$ cat src/rtl/fifo_pkg.sv
// Shared async-FIFO definitions: default geometry, pointer type and the
// binary/Gray conversions used by both the read- and write-side controllers.
package fifo_pkg;

  localparam int DEF_PTR_WIDTH = 8;
  localparam int DEF_DEPTH     = 256;
  localparam int DEF_READ_GAP  = 4;

  // Pointer carries one extra wrap bit beyond the memory address.
  typedef logic [DEF_PTR_WIDTH:0] ptr_t;

  function automatic ptr_t bin2gray(ptr_t b);
    return b ^ (b >> 1);
  endfunction

  // Each binary bit is the XOR of all Gray bits at or above it.
  function automatic ptr_t gray2bin(ptr_t g);
    ptr_t b;
    b[DEF_PTR_WIDTH] = g[DEF_PTR_WIDTH];
    for (int i = DEF_PTR_WIDTH - 1; i >= 0; i--)
      b[i] = b[i+1] ^ g[i];
    return b;
  endfunction

endpackage

$ cat src/rtl/sync_2ff.sv
// Two-flop synchroniser for a Gray-coded pointer crossing clock domains.
// Ports: clk, rst (async, active-high), d (async input), q (synchronised).
module sync_2ff #(
  parameter int WIDTH = 1
) (
  input  logic             clk,
  input  logic             rst,
  input  logic [WIDTH-1:0] d,
  output logic [WIDTH-1:0] q
);

  logic [WIDTH-1:0] meta;

  always_ff @(posedge clk or posedge rst) begin
    if (rst) begin
      meta <= '0;
      q    <= '0;
    end else begin
      meta <= d;
      q    <= meta;
    end
  end

endmodule

$ cat src/rtl/fifo_rd_ctrl.sv
// Async FIFO read-side controller (rclk domain): syncs the Gray write
// pointer, paces reads, keeps read pointers and empty/half/level flags.
// Ports: rclk, rrst, r_en, g_wptr_async in; rd_strobe, rd_addr, b_rptr,
//   g_rptr, empty, half_empty, read_error, rd_level out.
module fifo_rd_ctrl
  import fifo_pkg::*;
#(
  parameter int PTR_WIDTH = DEF_PTR_WIDTH,
  parameter int DEPTH     = DEF_DEPTH,
  parameter int READ_GAP  = DEF_READ_GAP
) (
  input  logic                 rclk,
  input  logic                 rrst,
  input  logic                 r_en,
  input  logic [PTR_WIDTH:0]   g_wptr_async,
  output logic                 rd_strobe,
  output logic [PTR_WIDTH-1:0] rd_addr,
  output logic [PTR_WIDTH:0]   b_rptr,
  output logic [PTR_WIDTH:0]   g_rptr,
  output logic                 empty,
  output logic                 half_empty,
  output logic                 read_error,
  output logic [PTR_WIDTH:0]   rd_level
);

  localparam int CW = (READ_GAP > 0) ? $clog2(READ_GAP + 1) : 1;
  localparam logic [PTR_WIDTH:0] HALF = (PTR_WIDTH+1)'(DEPTH / 2);
  localparam logic [CW-1:0] GAP = CW'(READ_GAP);

  logic [PTR_WIDTH:0] g_wptr_s;
  logic [PTR_WIDTH:0] b_wptr_s;
  logic [PTR_WIDTH:0] b_rptr_next;
  logic [PTR_WIDTH:0] g_rptr_next;
  logic [PTR_WIDTH:0] level_next;
  logic [CW-1:0]      pace_cnt;
  logic               pace_ok;
  logic               acc;

  sync_2ff #(
    .WIDTH(PTR_WIDTH + 1)
  ) u_wptr_sync (
    .clk(rclk),
    .rst(rrst),
    .d  (g_wptr_async),
    .q  (g_wptr_s)
  );

  assign b_wptr_s = gray2bin(g_wptr_s);

  // pace_cnt never exceeds GAP, so equality doubles as "not below GAP".
  assign pace_ok   = (pace_cnt == GAP);
  assign acc       = r_en & ~empty & pace_ok;
  assign rd_strobe = acc;
  assign rd_addr   = b_rptr[PTR_WIDTH-1:0];

  assign b_rptr_next = b_rptr + {{PTR_WIDTH{1'b0}}, acc};
  assign g_rptr_next = bin2gray(b_rptr_next);

  // Modulo subtraction; the wrap bit keeps full and empty distinct.
  assign level_next = b_wptr_s - b_rptr_next;

  always_ff @(posedge rclk or posedge rrst) begin
    if (rrst) begin
      b_rptr     <= '0;
      g_rptr     <= '0;
      pace_cnt   <= '0;
      empty      <= 1'b1;
      half_empty <= 1'b1;
      read_error <= 1'b0;
      rd_level   <= '0;
    end else begin
      b_rptr     <= b_rptr_next;
      g_rptr     <= g_rptr_next;
      empty      <= (g_rptr_next == g_wptr_s);
      half_empty <= (level_next <= HALF);
      read_error <= r_en & empty;
      rd_level   <= level_next;
      // Waiting on an empty FIFO must not bank pacing credit.
      if (acc)
        pace_cnt <= '0;
      else if (r_en & ~empty & ~pace_ok)
        pace_cnt <= pace_cnt + CW'(1);
    end
  end

endmodule
$ cat config.mk
export PLATFORM = sky130hd
export DESIGN_NAME = fifo_rd_ctrl
export DESIGN_NICKNAME = d
export VERILOG_FILES = /design/src/rtl/fifo_pkg.sv /design/src/rtl/sync_2ff.sv /design/src/rtl/fifo_rd_ctrl.sv
export SDC_FILE = /design/constraint.sdc
export NUM_CORES = 1
export LEC_CHECK = 0
export CAP_MARGIN = 20
export CORE_ASPECT_RATIO = 1.1
export CORE_MARGIN = 2
export CORE_UTILIZATION = 25
export DETAILED_ROUTE_END_ITERATION = 12
export GPL_ROUTABILITY_DRIVEN = 0
export PLACE_DENSITY = 0.47
export SLEW_MARGIN = 20
export SYNTH_ARGS = -nofsm -noshare
export SYNTH_HDL_FRONTEND = slang
export SYNTH_SLANG_ARGS = --single-unit
$ cat constraint.sdc
create_clock -name rclk -period 3.4 [get_ports rclk]
set_input_delay 0.34 -clock rclk [delete_from_list [all_inputs] [get_ports rclk]]
set_output_delay 0.34 -clock rclk [all_outputs]
set_load 0.02 [all_outputs]
Yosys cells after proc, flatten, opt, wreduce, memory -nomap -nowiden
Cells that the tools add are included.

operators by class
  add/subtract/negate cells = 3
  order comparisons = 1
  reduce and logical (&&, ||, !) cells = 1
  mux-type cells = 2
  bitwise logic cells = 15
  equality and inequality tests = 2

operators by type and width
  operator               count
  $add A9 B1 Y9          1
  $eq A9 B9 Y1           1
  $le A9 B8 Y1 const B   1
  $sub A9 B9 Y9          1
  $xor A9 B8 Y9          1
  $xor A1 B1 Y1          8
  $mux W3                2
  $and A1 B1 Y1          4
  $add A3 B1 Y3 const B  1
  $eq A3 B3 Y1 const B   1
  $not A1 Y1             2
  $reduce_bool A2 Y1     1

word-level totals
  logic and storage cells = 33
  bits in registers = 51
  bits of input ports = 12
  output and inout bits = 39

Depth between registers and ports, before layout
Gate-level depths: netlist of the first run.

  depth after elaboration = 10
  gate-level depth with buffers = 17
  mapped depth without buffers = 17

By module
Synthesis of the first run repeated with hierarchy kept, for this count alone.

second synthesis, totals
  cell total of the unflattened synthesis = 218
  area total of the unflattened synthesis = 2486.1 sq um

modules (own cells, without submodules)
  module        area an instance (sq um)  cells each  instances  sequential area each (sq um)
  fifo_rd_ctrl  2031.9                    199         1          803.3
  sync_2ff      454.2                     19          1          450.4

Worst setup path after synthesis of the first run
No wires, ideal clock.

  path type = register to register
  start point = register pace_cnt[0]
  end point = register half_empty
  path slack = -0.215 ns
  path buffers = 0
  clock period less this slack = 3.615 ns
  library setup time = 0.081 ns
  data required time = 3.319 ns
  data arrival time = 3.534 ns
  cell stages (with the launch flop) = 17
  cells stage by stage = dfrtp_1 > inv_1 > ha_1 > nand2_1 > nor2_1 > ha_1 > ha_1 > nand3_1 > or2_2 > xor2_1 > ha_1 > a21oi_1 > inv_1 > a2111oi_1 > a211oi_1 > xor2_1 > a211oi_2

on the way
  cells in the longest elaborated chain, start to end = 5

RTL lines
  element                  line                source
  from (decl)              fifo_rd_ctrl.sv:35  logic [CW-1:0] pace_cnt;
  from (signal assigned)   fifo_rd_ctrl.sv:82  pace_cnt <= pace_cnt + CW'(1);
  $eq A3 B3 Y1             fifo_rd_ctrl.sv:51  assign pace_ok = (pace_cnt == GAP);
  $and A1 B1 Y1            fifo_rd_ctrl.sv:52  assign acc = r_en & ~empty & pace_ok;
  named net rd_strobe      fifo_rd_ctrl.sv:16  output logic rd_strobe,
  $add A9 B1 Y9            fifo_rd_ctrl.sv:56  assign b_rptr_next = b_rptr + {{PTR_WIDTH{1'b0}}, acc};
  $sub A9 B9 Y9            fifo_rd_ctrl.sv:60  assign level_next = b_wptr_s - b_rptr_next;
  named net level_next[7]  fifo_rd_ctrl.sv:34  logic [PTR_WIDTH:0] level_next;
  $le A9 B8 Y1             fifo_rd_ctrl.sv:75  half_empty <= (level_next <= HALF);
  to (signal assigned)     fifo_rd_ctrl.sv:75
  to (decl)                fifo_rd_ctrl.sv:21  output logic half_empty,

The timed path passes the listed nets, and every way through them passes these cells.
A chain may end at the register's enable or synchronous reset.

Worst setup path in the final report of the first run
  start point = register u_wptr_sync.q[2]
  end point = register half_empty

on the way
  cells in the longest elaborated chain, start to end = 5

RTL lines
  element                     line                source
  from (decl)                 sync_2ff.sv:9       output logic [WIDTH-1:0] q
  from (signal assigned)      sync_2ff.sv:20      q <= meta;
  $xor A1 B1 Y1 *             fifo_pkg.sv:21      b[i] = b[i+1] ^ g[i];
  $xor A1 B1 Y1 (2 in a row)  fifo_pkg.sv:21
  $sub A9 B9 Y9 *             fifo_rd_ctrl.sv:60
  named net level_next[4]     fifo_rd_ctrl.sv:34
  $le A9 B8 Y1 *              fifo_rd_ctrl.sv:75

Mark *: on every way through the listed nets, which the timed path passes. The rest lies on a longest branch.

==> metrics.txt, run 1 <==
# TYPE chip_impl_metric gauge
chip_impl_metric{name="area_growth_syn_to_layout",unit="%"} 43.8
chip_impl_metric{name="syn-num-nets",unit=""} 241
chip_impl_metric{name="drv_cap",unit=""} 0
chip_impl_metric{name="port_buffers",unit=""} 50
chip_impl_metric{name="floorplan.io_pins",unit=""} 51
chip_impl_metric{name="share_clk_of_total_power",unit="%"} 15.9
chip_impl_metric{name="synth_cell_types",unit=""} 43
chip_impl_metric{name="timing.final.setup_violations",unit=""} 3
chip_impl_metric{name="rows",unit=""} 38
chip_impl_info{name="worstHoldPathType",value="reg2reg"} 1
chip_impl_metric{name="cts_hold_buffers",unit=""} 0
chip_impl_metric{name="grt_max_degree",unit=""} 51
chip_impl_metric{name="maxSlewViolCount",unit=""} 0
chip_impl_metric{name="worst_hold_path.num_cells",unit=""} 0
chip_impl_info{name="result_of_the_run",value="complete, but fails checks"} 1
chip_impl_metric{name="synth_seq_area_share",unit="%"} 50.6
chip_impl_metric{name="finish.utilization",unit="%"} 36.5
chip_impl_metric{name="timing_hold_violations_final",unit=""} 0
chip_impl_info{name="synthTopCellsByArea",value="sky130_fd_sc_hd__dfrtp_1 48%, sky130_fd_sc_hd__xnor2_1 6.7%, sky130_fd_sc_hd__ha_1 5.6%, sky130_fd_sc_hd__xor2_1 4.9%, sky130_fd_sc_hd__inv_1 3.2%"} 1
chip_impl_metric{name="drc_violation_count_after_routing",unit=""} 0
chip_impl_metric{name="clock_insertion_delay_at_the_later_pin_of_the_skew_report",unit="ns"} 0.30
chip_impl_metric{name="route.detailed.wl_per_inst",unit="um"} 12.8
chip_impl_metric{name="cellPowerDensity",unit="nW/um^2"} 732
chip_impl_metric{name="power.switching",unit="W"} 0.000976
chip_impl_metric{name="number_of_global_route_vias_before_repair",unit=""} 1791
chip_impl_info{name="worst_min_path_start",value="u_wptr_sync.meta[2]"} 1
chip_impl_metric{name="clk_pin_slew",unit="ns"} 0.10
chip_impl_metric{name="ff2ff_path_depth",unit=""} 13
chip_impl_metric{name="rrSetupSlack",unit="ns"} -0.1
chip_impl_metric{name="die_height",unit="um"} 108
chip_impl_metric{name="ys_async_sr_fraction",unit="%"} 100
chip_impl_metric{name="grt_pass1_wl",unit="um"} 8690
chip_impl_metric{name="actual_slew_at_the_worst_max_slew_pin",unit="ns"} 0.840
chip_impl_metric{name="dpl.hpwl",unit="um"} 4090
chip_impl_metric{name="yosys_register_bits",unit=""} 50
chip_impl_metric{name="average_vias_per_placed_instance",unit=""} 4.27
chip_impl_metric{name="fin_worst_skew",unit="ns"} 0.0113
chip_impl_info{name="critical_path_class",value="reg2reg"} 1
chip_impl_info{name="timing.critical_path.slowest_stage_cell",value="sky130_fd_sc_hd__xor3_1"} 1
chip_impl_metric{name="number_of_buffers_and_inverters_on_the_critical_path",unit=""} 0
chip_impl_info{name="tritoncts",value="done"} 1
chip_impl_metric{name="synthesized_area_per_cell",unit="um^2"} 11.4
chip_impl_metric{name="maxSlewHeadroom",unit="%"} 44.0
chip_impl_metric{name="share_seq_of_total_power",unit="%"} 29.9
chip_impl_metric{name="floorplan.die.width",unit="um"} 98.9
chip_impl_metric{name="clock_sinks",unit=""} 50
chip_impl_metric{name="postSynthCellCount",unit=""} 217
chip_impl_metric{name="power.internal",unit="W"} 0.00163
chip_impl_info{name="critical_path.reg2reg.startpoint",value="u_wptr_sync.q[2]"} 1
chip_impl_metric{name="fin_area",unit="um^2"} 3560
chip_impl_metric{name="cp_slowest_stage_delay",unit="ns"} 0.44
chip_impl_info{name="violations",value="setup timing"} 1
chip_impl_info{name="crit-reg2reg-capture",value="half_empty"} 1
chip_impl_metric{name="multi_input_area",unit="um^2"} 1170
chip_impl_info{name="clockRootBuffer",value="sky130_fd_sc_hd__clkbuf_8"} 1
chip_impl_metric{name="p_leak",unit="nW"} 1.61
chip_impl_metric{name="worst_case_vdd_ir_drop",unit="V"} 0.000238
chip_impl_metric{name="yosysWarningCount",unit=""} 0
chip_impl_metric{name="grt_antenna_before_repair",unit=""} 0
chip_impl_metric{name="placedInstanceArea",unit="um^2"} 3330
chip_impl_metric{name="diodes",unit=""} 0
chip_impl_metric{name="min_period_over_period",unit="%"} 103
chip_impl_metric{name="initial_utilization",unit="%"} 25.4
chip_impl_info{name="critPathLaunchType",value="flip-flop"} 1
chip_impl_metric{name="dr_total_vias",unit=""} 1811
chip_impl_metric{name="worst_ep_required_time",unit="ns"} 3.63
chip_impl_metric{name="drt_first_pass_iters",unit=""} 4
chip_impl_metric{name="core_area",unit="um^2"} 9750
chip_impl_metric{name="ant_nets",unit=""} 0
chip_impl_metric{name="number_of_buffers_created_by_cts",unit=""} 5
chip_impl_info{name="rsz_0062_raised_after_global_routing",value="true"} 1
chip_impl_metric{name="overflow",unit=""} 0
chip_impl_info{name="crit_chain",value="xor3_1, xnor3_2, xnor2_2, xnor2_1, ha_2, fa_2, nor2b_1, o21a_1, or2_4, xor2_4, nor4_4, o2111ai_2, a211oi_2"} 1
chip_impl_metric{name="cts_max_level",unit=""} 2
chip_impl_metric{name="netSwitchingFraction",unit="%"} 37.4
chip_impl_metric{name="layout_min_cycle_time",unit="ns"} 3.50
chip_impl_metric{name="maximum_fanout_along_the_worst_path",unit=""} 4
chip_impl_metric{name="routed_wirelength",unit="um"} 5440
chip_impl_metric{name="dr.first_iter.drc_count",unit=""} 61
chip_impl_info{name="worst_hold_path.endpoint",value="u_wptr_sync.q[2]"} 1
chip_impl_metric{name="fillCellCount",unit=""} 949
chip_impl_metric{name="synth_enable_flop_cells",unit=""} 0
chip_impl_metric{name="data_arrival_time_of_the_critical_path",unit="ns"} 3.73
chip_impl_metric{name="die_area",unit="um^2"} 10700
chip_impl_metric{name="comb_power_share",unit="%"} 54.2
chip_impl_info{name="postSynth.topFlopCell",value="sky130_fd_sc_hd__dfrtp_1"} 1
chip_impl_info{name="end_kind",value="flip-flop"} 1
chip_impl_metric{name="drive_above_1_share",unit="%"} 23.4
chip_impl_info{name="yosys.area.top_type",value="sky130_fd_sc_hd__dfrtp_1"} 1
chip_impl_metric{name="globalRouteTotalUtil",unit="%"} 10.3
chip_impl_metric{name="design.final.nets",unit=""} 327
chip_impl_metric{name="cts.path.max_buffers",unit=""} 2
chip_impl_metric{name="synthDominantCellAreaShare",unit="%"} 48.5
chip_impl_metric{name="ff_latch_area",unit="um^2"} 1250
chip_impl_info{name="critical-path-top-delay-family",value="XOR/XNOR gates"} 1
chip_impl_metric{name="max_freq",unit="MHz"} 286
chip_impl_metric{name="synth.cell_area",unit="um^2"} 2480
chip_impl_metric{name="post-route-worst-setup-slack",unit="ns"} -0.0970
[layer usage]
metal | global-route usage [%] | vias to the layer above | share of wire, %
li1 | - | 883 | -
met1 | 12.9 | 880 | 44
met2 | 18.0 | 40 | 50
met3 | 2.07 | 8 | 4.2
met4 | 3.42 | 0 | 1.8
met5 | 0 | - | 0
[synthesized netlist by cell type (all sizes together) (3+ instances only)]
master and instances:
buf 10, nor3 3, or3 3, and3 4, o21ai 4, nand2 14, a21oi 8, nand3 8
dfrtp 48, inv 21, a211oi 4, nor2b 3, ha 11, xor2 14, nor2 9, xor3 3
or2 3, xnor2 20, o211ai 3
[power by group through the flow]
stage	registers, W	clock network [W]	logic (W)
3_3_place_gp	0.000796	0	0.00124
5_1_grt	0.000798	0.000449	0.00153
2_1_floorplan	0.000906	0	0.000638
3_5_place_dp	0.000798	0	0.00125
4_1_cts	0.000785	0.000434	0.00130
6_report	0.000781	0.000414	0.00141
[registers in the layout, summed over array words and instances, names as in the netlist]
signal,flops
half_empty,1
empty,1
b_rptr,9
read_error,1
g_rptr,8
rd_level,9
pace_cnt,3
u_wptr_sync.q,9
u_wptr_sync.meta,9
[what timing repair did]
action / CTS / global route
setup buffers: 3 / 2
pin swaps: 8 / 13
endpoints found under the hold margin: 0 / 0
gates resized for setup: 5 / 12
setup endpoints to repair: 2 / 3
[cell type report]
type / instances / area share, %
timing repair buffer: 90 / 22.5
clock inverter: 1 / 0.843
sequential: 50 / 35.2
multi-input combinational: 135 / 32.9
clock buffer: 7 / 2.14
inverter: 21 / 2.25
tap: 120 / 4.21
[worst register-to-register path, cell delays in order, from the launching register on]
cell and delay [ns]:
sky130_fd_sc_hd__dfrtp_1 0.36, sky130_fd_sc_hd__xor3_1 0.44, sky130_fd_sc_hd__xnor3_2 0.43, sky130_fd_sc_hd__xnor2_2 0.20, sky130_fd_sc_hd__xnor2_1 0.14, sky130_fd_sc_hd__ha_2 0.22, sky130_fd_sc_hd__fa_2 0.22, sky130_fd_sc_hd__nor2b_1 0.05
sky130_fd_sc_hd__o21a_1 0.20, sky130_fd_sc_hd__or2_4 0.27, sky130_fd_sc_hd__xor2_4 0.17, sky130_fd_sc_hd__nor4_4 0.33, sky130_fd_sc_hd__o2111ai_2 0.19, sky130_fd_sc_hd__a211oi_2 0.20
[worst max-delay path by stage]
stage                                 from          to  depth (start not counted)
final                     u_wptr_sync.q[2]  half_empty                         13
after global routing      u_wptr_sync.q[2]  half_empty                         13
after CTS                 u_wptr_sync.q[7]  half_empty                         13
after detailed placement              r_en  half_empty                         15
after global placement                r_en  half_empty                         15
after floorplan                      empty  half_empty                         13
[through the flow]
step	TNS, ns	hold WS [ns]	setup WS [ns]	power [W]	std cells
2_1_floorplan	0	0.331	0.0265	0.00154	217
3_3_place_gp	-0.442	0.334	-0.339	0.00204	411
3_5_place_dp	-0.489	0.335	-0.345	0.00205	411
4_1_cts	-0.263	0.356	-0.155	0.00252	422
5_1_grt	-0.800	0.367	-0.325	0.00278	424
6_report	-0.138	0.353	-0.0970	0.00261	424
[placed cells by master (no fill, tap or decap), types with 2 or more instances in the layout]
cell	Yosys	final
sky130_fd_sc_hd__a211oi_1	3	3
sky130_fd_sc_hd__a21oi_1	8	7
sky130_fd_sc_hd__and2_1	2	2
sky130_fd_sc_hd__and3_1	4	4
sky130_fd_sc_hd__buf_4	10	40
sky130_fd_sc_hd__clkbuf_1	1	2
sky130_fd_sc_hd__clkbuf_8	0	5
sky130_fd_sc_hd__clkdlybuf4s50_1	0	50
sky130_fd_sc_hd__dfrtp_1	48	48
sky130_fd_sc_hd__dfstp_2	2	2
sky130_fd_sc_hd__ha_1	11	10
sky130_fd_sc_hd__inv_1	21	20
sky130_fd_sc_hd__nand2_1	14	14
sky130_fd_sc_hd__nand3_1	8	8
sky130_fd_sc_hd__nor2_1	9	8
sky130_fd_sc_hd__nor2b_1	3	3
sky130_fd_sc_hd__nor3_1	3	2
sky130_fd_sc_hd__o211ai_1	3	3
sky130_fd_sc_hd__o21ai_0	4	4
sky130_fd_sc_hd__o311ai_1	1	2
sky130_fd_sc_hd__or2_4	0	2
sky130_fd_sc_hd__or3_1	2	2
sky130_fd_sc_hd__xnor2_1	19	17
sky130_fd_sc_hd__xnor2_2	1	3
sky130_fd_sc_hd__xor2_1	14	12
sky130_fd_sc_hd__xor3_1	2	2
[kinds of logic (layout without fill, tap and decap cells)]
family | after synthesis | count (layout) | synth area share (%)
adder cells (fa/ha/maj) | 13 | 13 | 6.82
XOR/XNOR | 39 | 39 | 17.1
multiplexers | 1 | 1 | 0.404
AND/OR/NAND/NOR | 53 | 53 | 10.8
AO/OA/AOI/OAI | 29 | 29 | 7.98
flip-flops | 50 | 50 | 50.6
buffers and inverters | 32 | 119 | 6.36
(Power assumes the default switching activity.)
==> inputs of run 2 (changes only) <==
--- a/config.mk
+++ b/config.mk
@@ -7,7 +7,7 @@
 export LEC_CHECK = 0
 export CAP_MARGIN = 20
 export CORE_ASPECT_RATIO = 1.1
-export CORE_MARGIN = 2
+export CORE_MARGIN = 3
 export CORE_UTILIZATION = 25
 export DETAILED_ROUTE_END_ITERATION = 12
 export GPL_ROUTABILITY_DRIVEN = 0
==> metrics.txt, run 2 (synthesized netlist as in run 1, its figures left out) <==
# TYPE chip_impl_metric gauge
chip_impl_metric{name="clock_insertion_delay_at_the_later_pin_of_the_skew_report",unit="ns"} 0.30
chip_impl_metric{name="cts_max_level",unit=""} 2
chip_impl_metric{name="core_area",unit="um^2"} 9490
chip_impl_info{name="critical_path_class",value="reg2reg"} 1
chip_impl_info{name="critical_path.reg2reg.startpoint",value="u_wptr_sync.q[4]"} 1
chip_impl_metric{name="drv_cap",unit=""} 0
chip_impl_metric{name="timing_hold_violations_final",unit=""} 0
chip_impl_metric{name="fin_total_pwr",unit="W"} 0.00266
chip_impl_metric{name="route.detailed.wl_per_inst",unit="um"} 12.6
chip_impl_metric{name="rows",unit=""} 37
chip_impl_metric{name="p_leak",unit="nW"} 1.64
chip_impl_metric{name="post-route-worst-setup-slack",unit="ns"} -0.100
chip_impl_info{name="critPathLaunchType",value="flip-flop"} 1
chip_impl_metric{name="clock_sinks",unit=""} 50
chip_impl_metric{name="multi_input_area",unit="um^2"} 1180
chip_impl_metric{name="placedInstanceArea",unit="um^2"} 3330
chip_impl_metric{name="diodes",unit=""} 0
chip_impl_metric{name="fin_area",unit="um^2"} 3600
chip_impl_info{name="crit_chain",value="xor3_1, xnor3_2, xnor2_2, xnor2_1, ha_2, fa_2, nor2b_1, o21a_1, or2_4, xor2_4, nor4_4, o2111ai_2, a211oi_2"} 1
chip_impl_metric{name="max_freq",unit="MHz"} 286
chip_impl_metric{name="drt_first_pass_iters",unit=""} 4
chip_impl_metric{name="initial_utilization",unit="%"} 26.1
chip_impl_metric{name="dpl.hpwl",unit="um"} 4000
chip_impl_metric{name="dr_total_vias",unit=""} 1799
chip_impl_metric{name="worst_ep_required_time",unit="ns"} 3.63
chip_impl_metric{name="timing.final.setup_violations",unit=""} 2
chip_impl_metric{name="dr.first_iter.drc_count",unit=""} 97
chip_impl_metric{name="grt_max_degree",unit=""} 51
chip_impl_metric{name="ant_nets",unit=""} 0
chip_impl_metric{name="layout_min_cycle_time",unit="ns"} 3.50
chip_impl_metric{name="rrSetupSlack",unit="ns"} -0.10
chip_impl_info{name="timing.critical_path.slowest_stage_cell",value="sky130_fd_sc_hd__xor3_1"} 1
chip_impl_metric{name="routed_wirelength",unit="um"} 5330
chip_impl_metric{name="pre_cts_slack",unit="ns"} -0.357
chip_impl_info{name="critical-path-top-delay-family",value="XOR/XNOR gates"} 1
chip_impl_metric{name="data_arrival_time_of_the_critical_path",unit="ns"} 3.73
chip_impl_metric{name="grt_antenna_before_repair",unit=""} 0
chip_impl_info{name="crit-reg2reg-capture",value="half_empty"} 1
chip_impl_metric{name="globalRouteTotalUtil",unit="%"} 9.93
chip_impl_info{name="tritoncts",value="done"} 1
chip_impl_metric{name="maximum_fanout_along_the_worst_path",unit=""} 2
chip_impl_metric{name="number_of_buffers_and_inverters_on_the_critical_path",unit=""} 0
chip_impl_metric{name="cts_hold_buffers",unit=""} 0
chip_impl_metric{name="number_of_buffers_created_by_cts",unit=""} 5
chip_impl_metric{name="overflow",unit=""} 0
chip_impl_info{name="clockRootBuffer",value="sky130_fd_sc_hd__clkbuf_8"} 1
chip_impl_metric{name="die_height",unit="um"} 110
chip_impl_info{name="rsz_0062_raised_after_global_routing",value="true"} 1
chip_impl_metric{name="fin_worst_skew",unit="ns"} 0.00484
chip_impl_metric{name="min_period_over_period",unit="%"} 103
chip_impl_metric{name="maxSlewViolCount",unit=""} 0
chip_impl_metric{name="average_vias_per_placed_instance",unit=""} 4.24
chip_impl_metric{name="ff_latch_area",unit="um^2"} 1250
chip_impl_metric{name="fillCellCount",unit=""} 897
chip_impl_metric{name="area_growth_syn_to_layout",unit="%"} 45.5
chip_impl_info{name="result_of_the_run",value="complete, but fails checks"} 1
chip_impl_info{name="worstHoldPathType",value="reg2reg"} 1
chip_impl_metric{name="port_buffers",unit=""} 50
chip_impl_metric{name="cts.path.max_buffers",unit=""} 2
chip_impl_metric{name="clk_pin_slew",unit="ns"} 0.09
chip_impl_metric{name="worst_case_vdd_ir_drop",unit="V"} 0.000246
chip_impl_info{name="crit_start",value="u_wptr_sync.q[4]"} 1
chip_impl_metric{name="fin_tns_setup",unit="ns"} -0.138
chip_impl_info{name="layout.cells.most_common_list",value="50 x sky130_fd_sc_hd__clkdlybuf4s50_1, 48 x sky130_fd_sc_hd__dfrtp_1, 42 x sky130_fd_sc_hd__buf_4, 20 x sky130_fd_sc_hd__inv_1, 17 x sky130_fd_sc_hd__xnor2_1"} 1
chip_impl_metric{name="floorplan.io_pins",unit=""} 51
chip_impl_info{name="worst_min_path_start",value="u_wptr_sync.meta[2]"} 1
chip_impl_info{name="violations",value="setup timing"} 1
chip_impl_metric{name="cellPowerDensity",unit="nW/um^2"} 737
chip_impl_info{name="end_kind",value="flip-flop"} 1
chip_impl_metric{name="die_area",unit="um^2"} 11100
chip_impl_metric{name="grt_pass1_wl",unit="um"} 8710
chip_impl_metric{name="actual_slew_at_the_worst_max_slew_pin",unit="ns"} 0.862
chip_impl_metric{name="drive_above_1_share",unit="%"} 25.4
chip_impl_metric{name="floorplan.die.width",unit="um"} 101
chip_impl_metric{name="worst_hold_path.num_cells",unit=""} 0
chip_impl_info{name="mostFrequentLayoutCell",value="sky130_fd_sc_hd__clkdlybuf4s50_1"} 1
chip_impl_metric{name="cp_slowest_stage_delay",unit="ns"} 0.43
chip_impl_metric{name="drc_violation_count_after_routing",unit=""} 0
chip_impl_info{name="worst_hold_path.endpoint",value="u_wptr_sync.q[2]"} 1
chip_impl_metric{name="worst_hold_slack",unit="ns"} 0.354
chip_impl_metric{name="ff2ff_path_depth",unit=""} 13
chip_impl_metric{name="design.final.nets",unit=""} 330
chip_impl_metric{name="number_of_global_route_vias_before_repair",unit=""} 1804
chip_impl_metric{name="maxSlewHeadroom",unit="%"} 42.5
==> run 2: cell count changes in the layout (fill, tap and decap cells not counted), sizes merged <==
cell	previous run	this run
buf	40	43
==> run 2: layout make-up <==
| class | instances | share of cell area [%] |
|---|---|---|
| Sequential cell | 50 | 34.8 |
| Multi-Input combinational cell | 135 | 32.8 |
| Timing Repair Buffer | 93 | 22.9 |
| Tap cell | 117 | 4.06 |
| Clock buffer | 7 | 2.39 |
| Inverter | 21 | 2.22 |
| Clock inverter | 1 | 0.833 |
==> run 2: worst register-to-register path, stage by stage (launching register included) <==
cell                        delay [ns]
sky130_fd_sc_hd__dfrtp_1          0.36
sky130_fd_sc_hd__xor3_1           0.43
sky130_fd_sc_hd__xnor3_2          0.43
sky130_fd_sc_hd__xnor2_2          0.17
sky130_fd_sc_hd__xnor2_1          0.18
sky130_fd_sc_hd__ha_2             0.22
sky130_fd_sc_hd__fa_2             0.23
sky130_fd_sc_hd__nor2b_1          0.05
sky130_fd_sc_hd__o21a_1           0.19
sky130_fd_sc_hd__or2_4            0.27
sky130_fd_sc_hd__xor2_4           0.17
sky130_fd_sc_hd__nor4_4           0.32
sky130_fd_sc_hd__o2111ai_2        0.20
sky130_fd_sc_hd__a211oi_2         0.21
==> run 2: report_power, final <==
group	switching (W)	internal [W]	leakage [nW]
logic	0.000721	0.000717	0.968
clock network	0.000199	0.000240	0.0585
registers	0.0000567	0.000721	0.614
total	0.000977	0.00168	1.64
==> run 2: timing repair <==
action,CTS,global route
buffers inserted,6,1
gates resized for setup,13,7
endpoints found under the setup margin,3,5
pin swaps,15,7
==> run 2: worst max-delay path by stage <==
stage,to,depth (start not counted)
floorplan,half_empty,13
global placement,half_empty,15
detailed placement,half_empty,15
CTS,half_empty,13
global route,half_empty,14
finish,half_empty,13
==> run 2: metal layers <==
layer | vias up | part of all wire [%] | track usage [%]
li1 | 889 | - | -
met1 | 852 | 43 | 12.1
met2 | 47 | 50 | 17.0
met3 | 11 | 4.8 | 2.15
met4 | 0 | 2.3 | 3.55
met5 | - | 0 | 0
==> run 2: metrics by stage <==
| stage | utilization, % | cells |
|---|---|---|
| 5_1_grt | 38.0 | 424 |
| 2_1_floorplan | - | 217 |
| 6_report | 38.0 | 424 |
| 4_1_cts | 37.5 | 423 |
| 3_5_place_dp | 35.1 | 409 |
| 3_3_place_gp | 35.1 | 409 |
